[config.mk]
export PLATFORM = sky130hd
export DESIGN_NAME = tkm_add_sched
export DESIGN_NICKNAME = d
export VERILOG_FILES = /design/src/rtl/tkm_pkg.sv /design/src/rtl/tkm_serial_add_dp.sv /design/src/rtl/tkm_add_sched.sv
export SDC_FILE = /design/constraint.sdc
export NUM_CORES = 1
export LEC_CHECK = 0
export ABC_CLOCK_PERIOD_IN_PS = 1500
export CAP_MARGIN = 20
export CORE_ASPECT_RATIO = 1.1
export CORE_MARGIN = 1
export CORE_UTILIZATION = 38
export CTS_BUF_LIST = sky130_fd_sc_hd__clkbuf_16
export CTS_CLUSTER_DIAMETER = 60
export DETAILED_ROUTE_END_ITERATION = 10
export GPL_TIMING_DRIVEN = 0
export PLACE_DENSITY = 0.76
export REMOVE_ABC_BUFFERS = 1
export SYNTH_ARGS = -nofsm -noshare
export SYNTH_HDL_FRONTEND = slang
export SYNTH_SLANG_ARGS = --single-unit
[constraint.sdc]
create_clock -name clk -period 1.5 [get_ports clk]
set_clock_uncertainty 0.05 [all_clocks]
set_input_delay 0.225 -clock clk [delete_from_list [all_inputs] [get_ports clk]]
set_output_delay 0.225 -clock clk [all_outputs]
set_load 0.05 [all_outputs]
[src/rtl/tkm_pkg.sv]
// Shared types and constants for the shared bit-serial adder scheduler.
package tkm_pkg;

  // Sequencer states: waiting for a request, shifting the add, result pulse.
  typedef enum logic [1:0] {
    IDLE = 2'd0,
    RUN  = 2'd1,
    DONE = 2'd2
  } state_t;

  // Requester identifiers as they appear on done_id and in the pointer.
  localparam logic ID_A = 1'b0;
  localparam logic ID_B = 1'b1;

  // One-hot grant encodings, bit0 = A, bit1 = B.
  localparam logic [1:0] GNT_NONE = 2'b00;
  localparam logic [1:0] GNT_A    = 2'b01;
  localparam logic [1:0] GNT_B    = 2'b10;

  // Map a requester ID to its one-hot grant.
  function automatic logic [1:0] id_to_gnt(input logic id);
    return (id == ID_B) ? GNT_B : GNT_A;
  endfunction

endpackage

[src/rtl/tkm_serial_add_dp.sv]
// Bit-serial adder datapath: operand shift registers, carry flop,
// full-adder cell and result shift register. The add runs LSB-first;
// each shift consumes bit 0 of both operands and pushes the sum bit
// into the result MSB, so after WIDTH shifts the result is aligned.
module tkm_serial_add_dp #(
  parameter int WIDTH = 8
) (
  input  logic             clk,
  input  logic             rst,
  input  logic             load,
  input  logic             shift,
  input  logic [WIDTH-1:0] op0,
  input  logic [WIDTH-1:0] op1,
  output logic [WIDTH-1:0] res_nxt,
  output logic             carry_nxt
);

  logic [WIDTH-1:0] x_q;
  logic [WIDTH-1:0] y_q;
  logic [WIDTH-1:0] res_q;
  logic             c_q;
  logic             s_bit;

  // Full-adder cell on the current LSBs and the running carry.
  always_comb begin
    s_bit     = x_q[0] ^ y_q[0] ^ c_q;
    carry_nxt = (x_q[0] & y_q[0]) | (x_q[0] & c_q) | (y_q[0] & c_q);
    res_nxt   = {s_bit, res_q[WIDTH-1:1]};
  end

  // Load operands at grant, then shift one bit per cycle while running.
  always_ff @(posedge clk) begin
    if (rst) begin
      x_q   <= '0;
      y_q   <= '0;
      res_q <= '0;
      c_q   <= 1'b0;
    end else if (load) begin
      x_q   <= op0;
      y_q   <= op1;
      res_q <= '0;
      c_q   <= 1'b0;
    end else if (shift) begin
      x_q   <= x_q >> 1;
      y_q   <= y_q >> 1;
      res_q <= res_nxt;
      c_q   <= carry_nxt;
    end
  end

endmodule

[src/rtl/tkm_add_sched.sv]
// Round-robin scheduler that shares one bit-serial adder between
// requesters A and B. Handshake: a requester holds req high; the block
// samples requests only in IDLE, answers with a one-hot gnt held until
// the end of the done cycle, and signals a valid result with a single
// done pulse. Requests still high afterwards are re-arbitrated, with
// the pointer alternating so neither side starves.
module tkm_add_sched
  import tkm_pkg::*;
#(
  parameter int WIDTH = 8
) (
  input  logic             clk,
  input  logic             rst,
  input  logic             req_a,
  input  logic             req_b,
  input  logic [WIDTH-1:0] a_op0,
  input  logic [WIDTH-1:0] a_op1,
  input  logic [WIDTH-1:0] b_op0,
  input  logic [WIDTH-1:0] b_op1,
  output logic [1:0]       gnt,
  output logic             busy,
  output logic             done,
  output logic             done_id,
  output logic [WIDTH-1:0] sum,
  output logic             cout,
  output state_t           state_dbg
);

  localparam int CW = $clog2(WIDTH + 1);
  localparam logic [CW-1:0] LAST = CW'(WIDTH - 1);

  state_t          state_q;
  state_t          state_nxt;
  logic [CW-1:0]   count_q;
  logic            ptr_q;
  logic            cur_id_q;
  logic            win_id;
  logic            load;
  logic            shift;
  logic            last;
  logic [WIDTH-1:0] sel_op0;
  logic [WIDTH-1:0] sel_op1;
  logic [WIDTH-1:0] res_nxt;
  logic            carry_nxt;

  // Arbitration: a lone requester wins; on a tie the pointer decides.
  always_comb begin
    win_id = ID_A;
    if (req_a && req_b) win_id = ptr_q;
    else if (req_b)     win_id = ID_B;
    sel_op0 = (win_id == ID_B) ? b_op0 : a_op0;
    sel_op1 = (win_id == ID_B) ? b_op1 : a_op1;
  end

  // State register.
  always_ff @(posedge clk) begin
    if (rst) state_q <= IDLE;
    else     state_q <= state_nxt;
  end

  // Next-state and datapath controls.
  always_comb begin
    state_nxt = state_q;
    load      = 1'b0;
    shift     = 1'b0;
    last      = 1'b0;
    case (state_q)
      IDLE: begin
        if (req_a || req_b) begin
          load      = 1'b1;
          state_nxt = RUN;
        end
      end
      RUN: begin
        shift = 1'b1;
        if (count_q == LAST) begin
          last      = 1'b1;
          state_nxt = DONE;
        end
      end
      DONE:    state_nxt = IDLE;
      default: state_nxt = IDLE;
    endcase
  end

  // Grant, pointer, counter and result registers.
  always_ff @(posedge clk) begin
    if (rst) begin
      gnt      <= GNT_NONE;
      ptr_q    <= ID_A;
      cur_id_q <= ID_A;
      count_q  <= '0;
      sum      <= '0;
      cout     <= 1'b0;
      done_id  <= ID_A;
    end else begin
      if (load) begin
        gnt      <= id_to_gnt(win_id);
        cur_id_q <= win_id;
        ptr_q    <= ~win_id;
        count_q  <= '0;
      end
      if (shift) count_q <= count_q + CW'(1);
      if (last) begin
        sum     <= res_nxt;
        cout    <= carry_nxt;
        done_id <= cur_id_q;
      end
      if (state_q == DONE) gnt <= GNT_NONE;
    end
  end

  assign busy      = (state_q != IDLE);
  assign done      = (state_q == DONE);
  assign state_dbg = state_q;

  tkm_serial_add_dp #(.WIDTH(WIDTH)) u_dp (
    .clk       (clk),
    .rst       (rst),
    .load      (load),
    .shift     (shift),
    .op0       (sel_op0),
    .op1       (sel_op1),
    .res_nxt   (res_nxt),
    .carry_nxt (carry_nxt)
  );

endmodule

# Word-level counts from Yosys, hierarchy flattened
# Index checks and enable logic that the tools add are counted.
# totals
n_memories,0
latchBits,0
romBits,0
elab_cells,53
regBits,45
ramBits,0
inputBits,36
# op_classes
addsub,1
n_shift,0
n_reduce_logical,8
n_lt_le_gt_ge,0
n_bitwise,8
n_mul,0
n_eq_ne,5
div,0
n_mux,19
# ops
op,count
two-way mux 8 bit,6
two-way mux 4 bit,2
two-way mux 1 bit,7
two-way mux 2 bit,3
"adder 4 x 1 -> 4 bit, second input constant",1
"== test 4 x 3 -> 1 bit, second input constant",1
"inequality test 2 bit, second input constant",2
one-hot mux 2 bit (2 select lines),1
nonzero test 2 bit,2
OR reduction 2 bit,2
AND 1 bit,3
"== test 2 x 1 -> 1 bit, second input constant",1
"== test 2 bit, second input constant",1
zero test 2 bit,1
bitwise OR 1 bit,2
AND reduction 2 bit,1
bitwise XOR 1 bit,2
logical AND 1 bit,1
logical OR 1 bit,1
NOT 1 bit,1

# Logic depth before layout (Yosys ltp)
# Gate-level depths: netlist (run 1).
# depth
depth_word,5
depth_mapped,6
depth_no_buf,4

# By module
# Synthesis (run 1) repeated with hierarchy kept, for this count alone.
# unflattened
hier_cells,209
area_unflattened_um2,2170.8
# by_module_without_submodules
mod,seq_area_each_um2,instances,area_each_um2,cells_per_inst
tkm_add_sched,400.4,1,1096.1,108
tkm_serial_add_dp,480.5,1,1074.8,101

# Worst setup path before layout (run 1)
# Ideal clock, no wire load.
# synth_path
path_kind,register to register
start,register state_q[1] (netlist: state_dbg[1])
end,register gnt[1]
t_arrival_ps,1966
path_stages_with_launch,5
setup_ps,117
required_time_ps,1333
path_slack_ps,-633
path_cell_list,dfxtp_1 buf_2 nor2b_1 or2_2 nor3_1
# synth_via
elab_chain_len,2
elab_cells_between_ends,4
# synth_lines
element,line_no,rtl
"start, declared",tkm_add_sched.sv:32,state_t state_q;
"start signal, assigned",tkm_add_sched.sv:58,else state_q <= state_nxt;
== test 2 bit,-,
via done,tkm_add_sched.sv:22,"output logic done,"
OR reduction 2 bit (no line),-,
"end signal, assigned",tkm_add_sched.sv:98,gnt <= id_to_gnt(win_id);
"end, declared",tkm_add_sched.sv:20,"output logic [1:0] gnt,"
# The timed path passes the listed nets, and every way through them passes these cells.
# A chain may end at the register's enable or synchronous reset.

# Worst setup path after layout (run 1)
# layout_path
start,register state_q[0] (netlist: state_dbg[0])
end,register u_dp.x_q[1]
# layout_via
elab_chain_len,3
elab_cells_between_ends,6
# layout_lines
element,line_no,rtl
== test 2 x 1 -> 1 bit or zero test 2 bit (tied branches),tkm_add_sched.sv:67,case (state_q)
two-way mux 1 bit,tkm_add_sched.sv:67,
nonzero test 2 bit (no line) or two-way mux 8 bit (tied branches),-,
"end signal, assigned",tkm_serial_add_dp.sv:39,x_q <= op0;
"end signal, assigned",tkm_serial_add_dp.sv:44,x_q <= x_q >> 1;
"end, declared",tkm_serial_add_dp.sv:18,logic [WIDTH-1:0] x_q;
# Parallel ways exist; a longest one is shown, timed or not.

==> summary.md, run 1 <==
| Metric | Value |
|---|---|
| Post-layout total power | `approximately 2.8 mW` |
| Htree depth | `2` |
| VDD IR max | `around 0.00059 V` |
| Initial antenna violation count | `0` |
| Gr usage total | `0.202` |
| Netlist cell types | `34` |
| Least-Margin Pin Slew | `about 0.85 ns` |
| FF+latch count, synth | `44` |
| Synthesized area | `a little under 2000 sq um` |
| Syn Inst Count | `approximately 220` |
| Yosys warns | `0` |
| Post-Synth XOR/XNOR Area | `0` |
| Final WL | `5.67 mm` |
| Worst EP arrival | `about 1.6 ns` |
| PD cells | `953 nW/um^2` |
| Main synth FF type | `dfxtp_1` |
| I/O Buffers | `51` |
| First drt pass iteration count | `7` |
| Commonest non-fill, non-tap cell in the layout | `dfxtp_1` |
| RSZ-0062 raised after global routing | `yes` |
| Num CTS Buffers | `5` |
| Largest net degree at the start of global routing | `20` |
| GPL Wtd Cong | `0.767` |
| Failing checks | `design-rule violations, negative setup slack` |
| Asr flop ratio synth | `0` |
| Num rows | `27` |
| Vias in the first global route | `1793` |
| Vias per cell | `5.66` |
| Average cell area after synthesis | `~9 sq um` |
| TritonCTS clock tree | `done` |
| Insertion delay to the later sink of the worst-skew pair | `0.28 ns` |
| Dpl cells | `308` |
| Minimum clock period | `approximately 1.5 ns` |
| Adder-Cell Fraction of Synth Area | `0.0165` |
| Dpl hpwl | `3.05 mm` |
| CP required | `around 1.6 ns` |
| Fin Setup TNS | `-0.00928 ns` |
| Clock buffer depth | `2` |
| Wire length of the first global-routing pass | `between 8 and 9 mm` |
| Crit. End Element | `flop` |
| Sequential share of the synthesized area | `0.446` |
| Clk sink count | `44` |
| Drc violations | `4` |
| Simple-Gate Fraction of Synth Area | `0.210` |
| Fin. Hold Viols | `0` |
| DR iter-0 viols | `224` |
| Largest family of logic cells by synthesized area | `compound AO/OA/AOI/OAI gates` |
| Register clock-pin slew on the reported worst setup and hold paths | `about 0.06 ns` |
| CTS root buffer | `clkbuf_16` |
| Via count | `roughly 1900` |
| Max-slew violations | `0` |
| Area grow syn2layout | `48.1%` |
| Setup ws final | `-0.00928 ns` |
| Routed wire per std cell | `approximately 17 um` |
| CP Launch Type | `flop` |
| Leakage | `between 1 and 1.5 nW` |
| # fillers | `roughly 420` |
| Critical path peak fanout | `5` |
| Post-layout util | `0.585` |
| Remaining global-route overflow | `0` |
| Die width | `a little over 70 um` |
| Compound-Gate Fraction of Synth Area | `0.217` |
| Hold WC Path Type | `reg -> reg` |
| Total of max-cap violations | `0` |
| N_diodes | `0` |
| Final setup violation count | `1` |
| Non-filler cells, final | `approximately 330` |
| Share of layout cells above drive strength 1 | `0.268` |
| I/O Pins | `52` |
| Status | `finished, violations left` |
| Fmax | `about 660 MHz` |
| Die H | `77.6 um` |
| Initial core utilization | `0.395` |
| Detail Route Antenna Nets | `0` |
| Tcrit/Tclk final | `1.01` |
| Mux share of post-synthesis cell area | `0.0564` |
| Nets | `314` |
| Slew HR | `0.434` |
| Core area | `around 5000 sq um` |
| Count of flip-flops with a built-in enable after synthesis | `0` |
| Die ar. | `between 5000 and 6000 sq um` |
| Most frequent cells in the layout | `dfxtp_1, nor2_1, clkdlybuf4s50_1` |
| Kind of critical path | `reg -> reg` |
[metal layers]
layer / up-vias / wire (um) / global-route usage
met5: - / 0 / 0
met4: 0 / 124 / 0.0740
met3: 12 / 352 / 0.0416
met2: 81 / 2950 / 0.364
met1: 904 / 2250 / 0.232
li1: 895 / - / -
[repair_timing]
action	CTS	global route
resized for setup	46	25
hold buffers	0	0
gates cloned	2	3
setup endpoints to repair	60	30
pin swaps	2	12
buffers inserted	5	9
endpoints found under the hold margin	0	0
[metrics by stage]
step                      setup WS [ns]  hold WS (ns)  instance area (sq um)
after global routing            -0.0699         0.437                   2930
after global placement            -1.46         0.392                   2460
after floorplan                   -1.17         0.240                   1870
after detailed placement          -1.48         0.406                   2480
after CTS                       0.00908         0.413                   2710
final                          -0.00928         0.415                   2930
[kinds of logic (layout without fill, tap and decap cells)]
group | Yosys count | count (layout)
buf+inv | 19 | 76
flops | 44 | 44
compound gates | 48 | 48
mux | 11 | 11
simple gates | 91 | 95
fa+ha+maj | 2 | 2
[cell usage after synthesis (3+ instances only)]
library cell | number | area (sq um)
a211oi_1 | 7 | 52.6
a211oi_2 | 7 | 87.6
a21oi_1 | 13 | 65.1
a221oi_1 | 9 | 78.8
a221oi_2 | 7 | 105
buf_2 | 6 | 30.0
buf_6 | 3 | 33.8
clkbuf_1 | 5 | 18.8
dfxtp_1 | 44 | 881
mux2i_1 | 10 | 100
nand2_1 | 31 | 116
nand2b_1 | 5 | 31.3
nor2_1 | 35 | 131
nor2b_1 | 3 | 18.8
nor3_1 | 5 | 25.0
[report_power, final]
| part | switching [mW] | internal (mW) |
|---|---|---|
| logic | 0.238 | 0.253 |
| clock network | 0.439 | 0.604 |
| registers | 0.0375 | 1.22 |
| total | 0.714 | 2.07 |
[critical path: stages (launching register included)]
cell      delay (ns)
dfxtp_4         0.38
buf_12          0.13
nor3_4          0.06
or2_2           0.37
a221oi_1        0.28
a211oi_2        0.12
[layout make-up]
class	instances	area [sq um]	area share
multi-input combinational	156	1120	0.385
sequential	44	890	0.304
timing repair buffer	67	693	0.237
clock buffer	5	125	0.0428
tap	58	72.6	0.0248
clock inverter	2	12.5	0.00428
inverter	2	7.51	0.00257
[final timing paths]
path	cells after the start	to	slack (ns)	start
worst min register to register	2	u_dp.res_q[1]	0.42	u_dp.res_q[1]
worst max register to register	5	u_dp.x_q[1]	-0.009	state_dbg[0]
worst min-delay path	2	u_dp.res_q[1]	0.42	u_dp.res_q[1]
worst max-delay path	5	u_dp.x_q[1]	-0.009	state_dbg[0]
[sequential cells by signal, indices dropped and copies added (netlist names)]
signal      cells
sum             8
u_dp.x_q        8
u_dp.y_q        8
u_dp.res_q      7
count_q         4
gnt             2
state_dbg       2
cout            1
cur_id_q        1
done_id         1
ptr_q           1
u_dp.c_q        1
Power figures use the tool's default switching activity.
==> inputs of run 2 (changes only) <==
--- a/config.mk
+++ b/config.mk
@@ -9,13 +9,14 @@
 export CAP_MARGIN = 20
 export CORE_ASPECT_RATIO = 1.1
 export CORE_MARGIN = 1
-export CORE_UTILIZATION = 38
+export CORE_UTILIZATION = 48
 export CTS_BUF_LIST = sky130_fd_sc_hd__clkbuf_16
 export CTS_CLUSTER_DIAMETER = 60
 export DETAILED_ROUTE_END_ITERATION = 10
 export GPL_TIMING_DRIVEN = 0
-export PLACE_DENSITY = 0.76
+export PLACE_DENSITY = 0.9
 export REMOVE_ABC_BUFFERS = 1
+export SETUP_SLACK_MARGIN = 0.05
 export SYNTH_ARGS = -nofsm -noshare
 export SYNTH_HDL_FRONTEND = slang
 export SYNTH_SLANG_ARGS = --single-unit
==> summary.md, run 2 (synthesized netlist as in run 1, its figures left out) <==
| Metric | Value |
|---|---|
| Status | `finished clean` |
| PD cells | `about 1000 nW/um^2` |
| Biggest regs | `sum: 8 flops, u_dp.x_q: 8 flops, u_dp.y_q: 8 flops` |
| Worst path cell trace | `nor2b_4 > and4b_4 > mux2i_1 > nor2_1` |
| Met2 routed WL | `between 2 and 3 mm` |
| Register clock-pin slew on the reported worst setup and hold paths | `~0.060 ns` |
| Routed wire per std cell | `between 15 and 20 um` |
| Clk sink count | `between 40 and 50` |
| Fin. Hold Viols | `0` |
| Nets | `about 310` |
| Crit-path max cell delay | `0.44 ns` |
| Total of max-cap violations | `0` |
| TritonCTS clock tree | `done` |
| Final setup violation count | `0` |
| CP Launch Type | `flop` |
| Wire length of the first global-routing pass | `about 8.3 mm` |
| I/O Buffers | `51` |
| Largest delay share family, worst path | `simple AND/OR/NAND/NOR gates` |
| Slew HR | `0.478` |
| CP max-delay cell | `dfxtp_4` |
| Remaining global-route overflow | `0` |
| Via count | `about 1800` |
| N_diodes | `0` |
| Critical path peak fanout | `11` |
| RSZ-0062 raised after global routing | `yes` |
| Kind of critical path | `reg -> reg` |
| Least-Margin Pin Slew | `0.783 ns` |
| Most frequent cells in the layout | `dfxtp_1, nor2_1, clkdlybuf4s50_1` |
| DR iter-0 viols | `82` |
| Share of layout cells above drive strength 1 | `0.223` |
| Vias per cell | `5.53` |
| Fmax | `roughly 670 MHz` |
| Commonest non-fill, non-tap cell in the layout | `dfxtp_1` |
| CTS Hold Bufs | `0` |
| I/O Pins | `52` |
| Post-layout util | `0.715` |
| Setup slack at placement | `-1.41 ns` |
| Leakage | `1.10 nW` |
| Gr usage total | `0.243` |
| Worst Path Buf+Inv | `0` |
| CP required | `roughly 1.6 ns` |
| Worst EP arrival | `1.58 ns` |
| Top layer in use | `met4` |
| Met1 wire length | `between 2 and 2.5 mm` |
| Crit. End Element | `flop` |
| Die H | `roughly 69 um` |
| Insertion delay to the later sink of the worst-skew pair | `around 0.29 ns` |
| Minimum clock period | `about 1.5 ns` |
| Htree depth | `2` |
| Drc violations | `0` |
| Final WL | `around 5.0 mm` |
| Detail Route Antenna Nets | `0` |
| Dpl cell area | `2480 sq um` |
| Die width | `63.2 um` |
| Die ar. | `approximately 4400 sq um` |
| VDD IR max | `between 0.0008 and 0.0009 V` |
| Num CTS Buffers | `5` |
| Met3 wire length | `~220 um` |
| Max-slew violations | `0` |
| Flop-to-flop setup slack | `about 0.014 ns` |
| Initial core utilization | `0.498` |
| Core area | `between 3000 and 4000 sq um` |
| Largest net degree at the start of global routing | `20` |
| Initial antenna violation count | `0` |
| GPL Wtd Cong | `0.737` |
| Vias in the first global route | `1850` |
| Clock buffer depth | `2` |
| Num rows | `24` |
| CTS root buffer | `clkbuf_16` |
| First drt pass iteration count | `4` |
| Tcrit/Tclk final | `0.991` |
| Final Instance Area | `~2800 sq um` |
| Setup ws final | `around 0.014 ns` |
| Area grow syn2layout | `43.4%` |
| Hold WC Path Type | `in -> reg` |
| # fillers | `290` |
| Dpl hpwl | `slightly below 3 mm` |
run 2: cell type report:
cell class / instances / area (sq um) / share of cell area
Clock buffer: 5 / 125 / 0.0442
Clock inverter: 3 / 38.8 / 0.0137
Inverter: 2 / 7.51 / 0.00265
Multi-Input combinational cell: 154 / 1070 / 0.378
Sequential cell: 44 / 888 / 0.314
Tap cell: 52 / 65.1 / 0.0230
Timing Repair Buffer: 66 / 638 / 0.225
run 2: final timing paths:
check,startpoint,to,depth (start not counted)
setup / recovery,state_dbg[0],cout,4
hold / removal,req_b,gnt[1],3
setup reg to reg,state_dbg[0],cout,4
hold reg to reg,u_dp.res_q[4],u_dp.res_q[3],2
run 2: routing by layer:
layer | global-route usage | up-vias
li1 | - | 878
met1 | 0.282 | 856
met2 | 0.413 | 60
met3 | 0.0559 | 8
met4 | 0.121 | 0
met5 | 0 | -
run 2: repair_timing:
| action | in CTS | in global routing |
|---|---|---|
| resized for setup | 48 | 17 |
| endpoints found under the setup margin | 60 | 44 |
| gates cloned | 2 | 0 |
| pin swaps | 3 | 3 |
| setup buffers | 8 | 6 |
run 2: tightest hold or removal path, cell delays in order:
cell,delay [ns]
clkbuf_2,0.17
a21oi_1,0.17
nor3_1,0.05
run 2: where the power goes:
part	switching, mW	total, mW	internal (mW)
combinational	0.208	0.429	0.220
sequential	0.0413	1.26	1.22
clock	0.437	1.21	0.776
total	0.687	2.90	2.21
run 2: through the flow:
stage	cells	TNS, ns	total power, mW	hold WS, ns
after floorplan	198	-34.97	1.47	0.240
after global placement	301	-43.30	1.64	0.394
after detailed placement	302	-39.94	1.65	0.416
after CTS	320	0	2.89	0.424
after global routing	326	-0.375	3.01	0.347
final	326	0	2.90	0.328
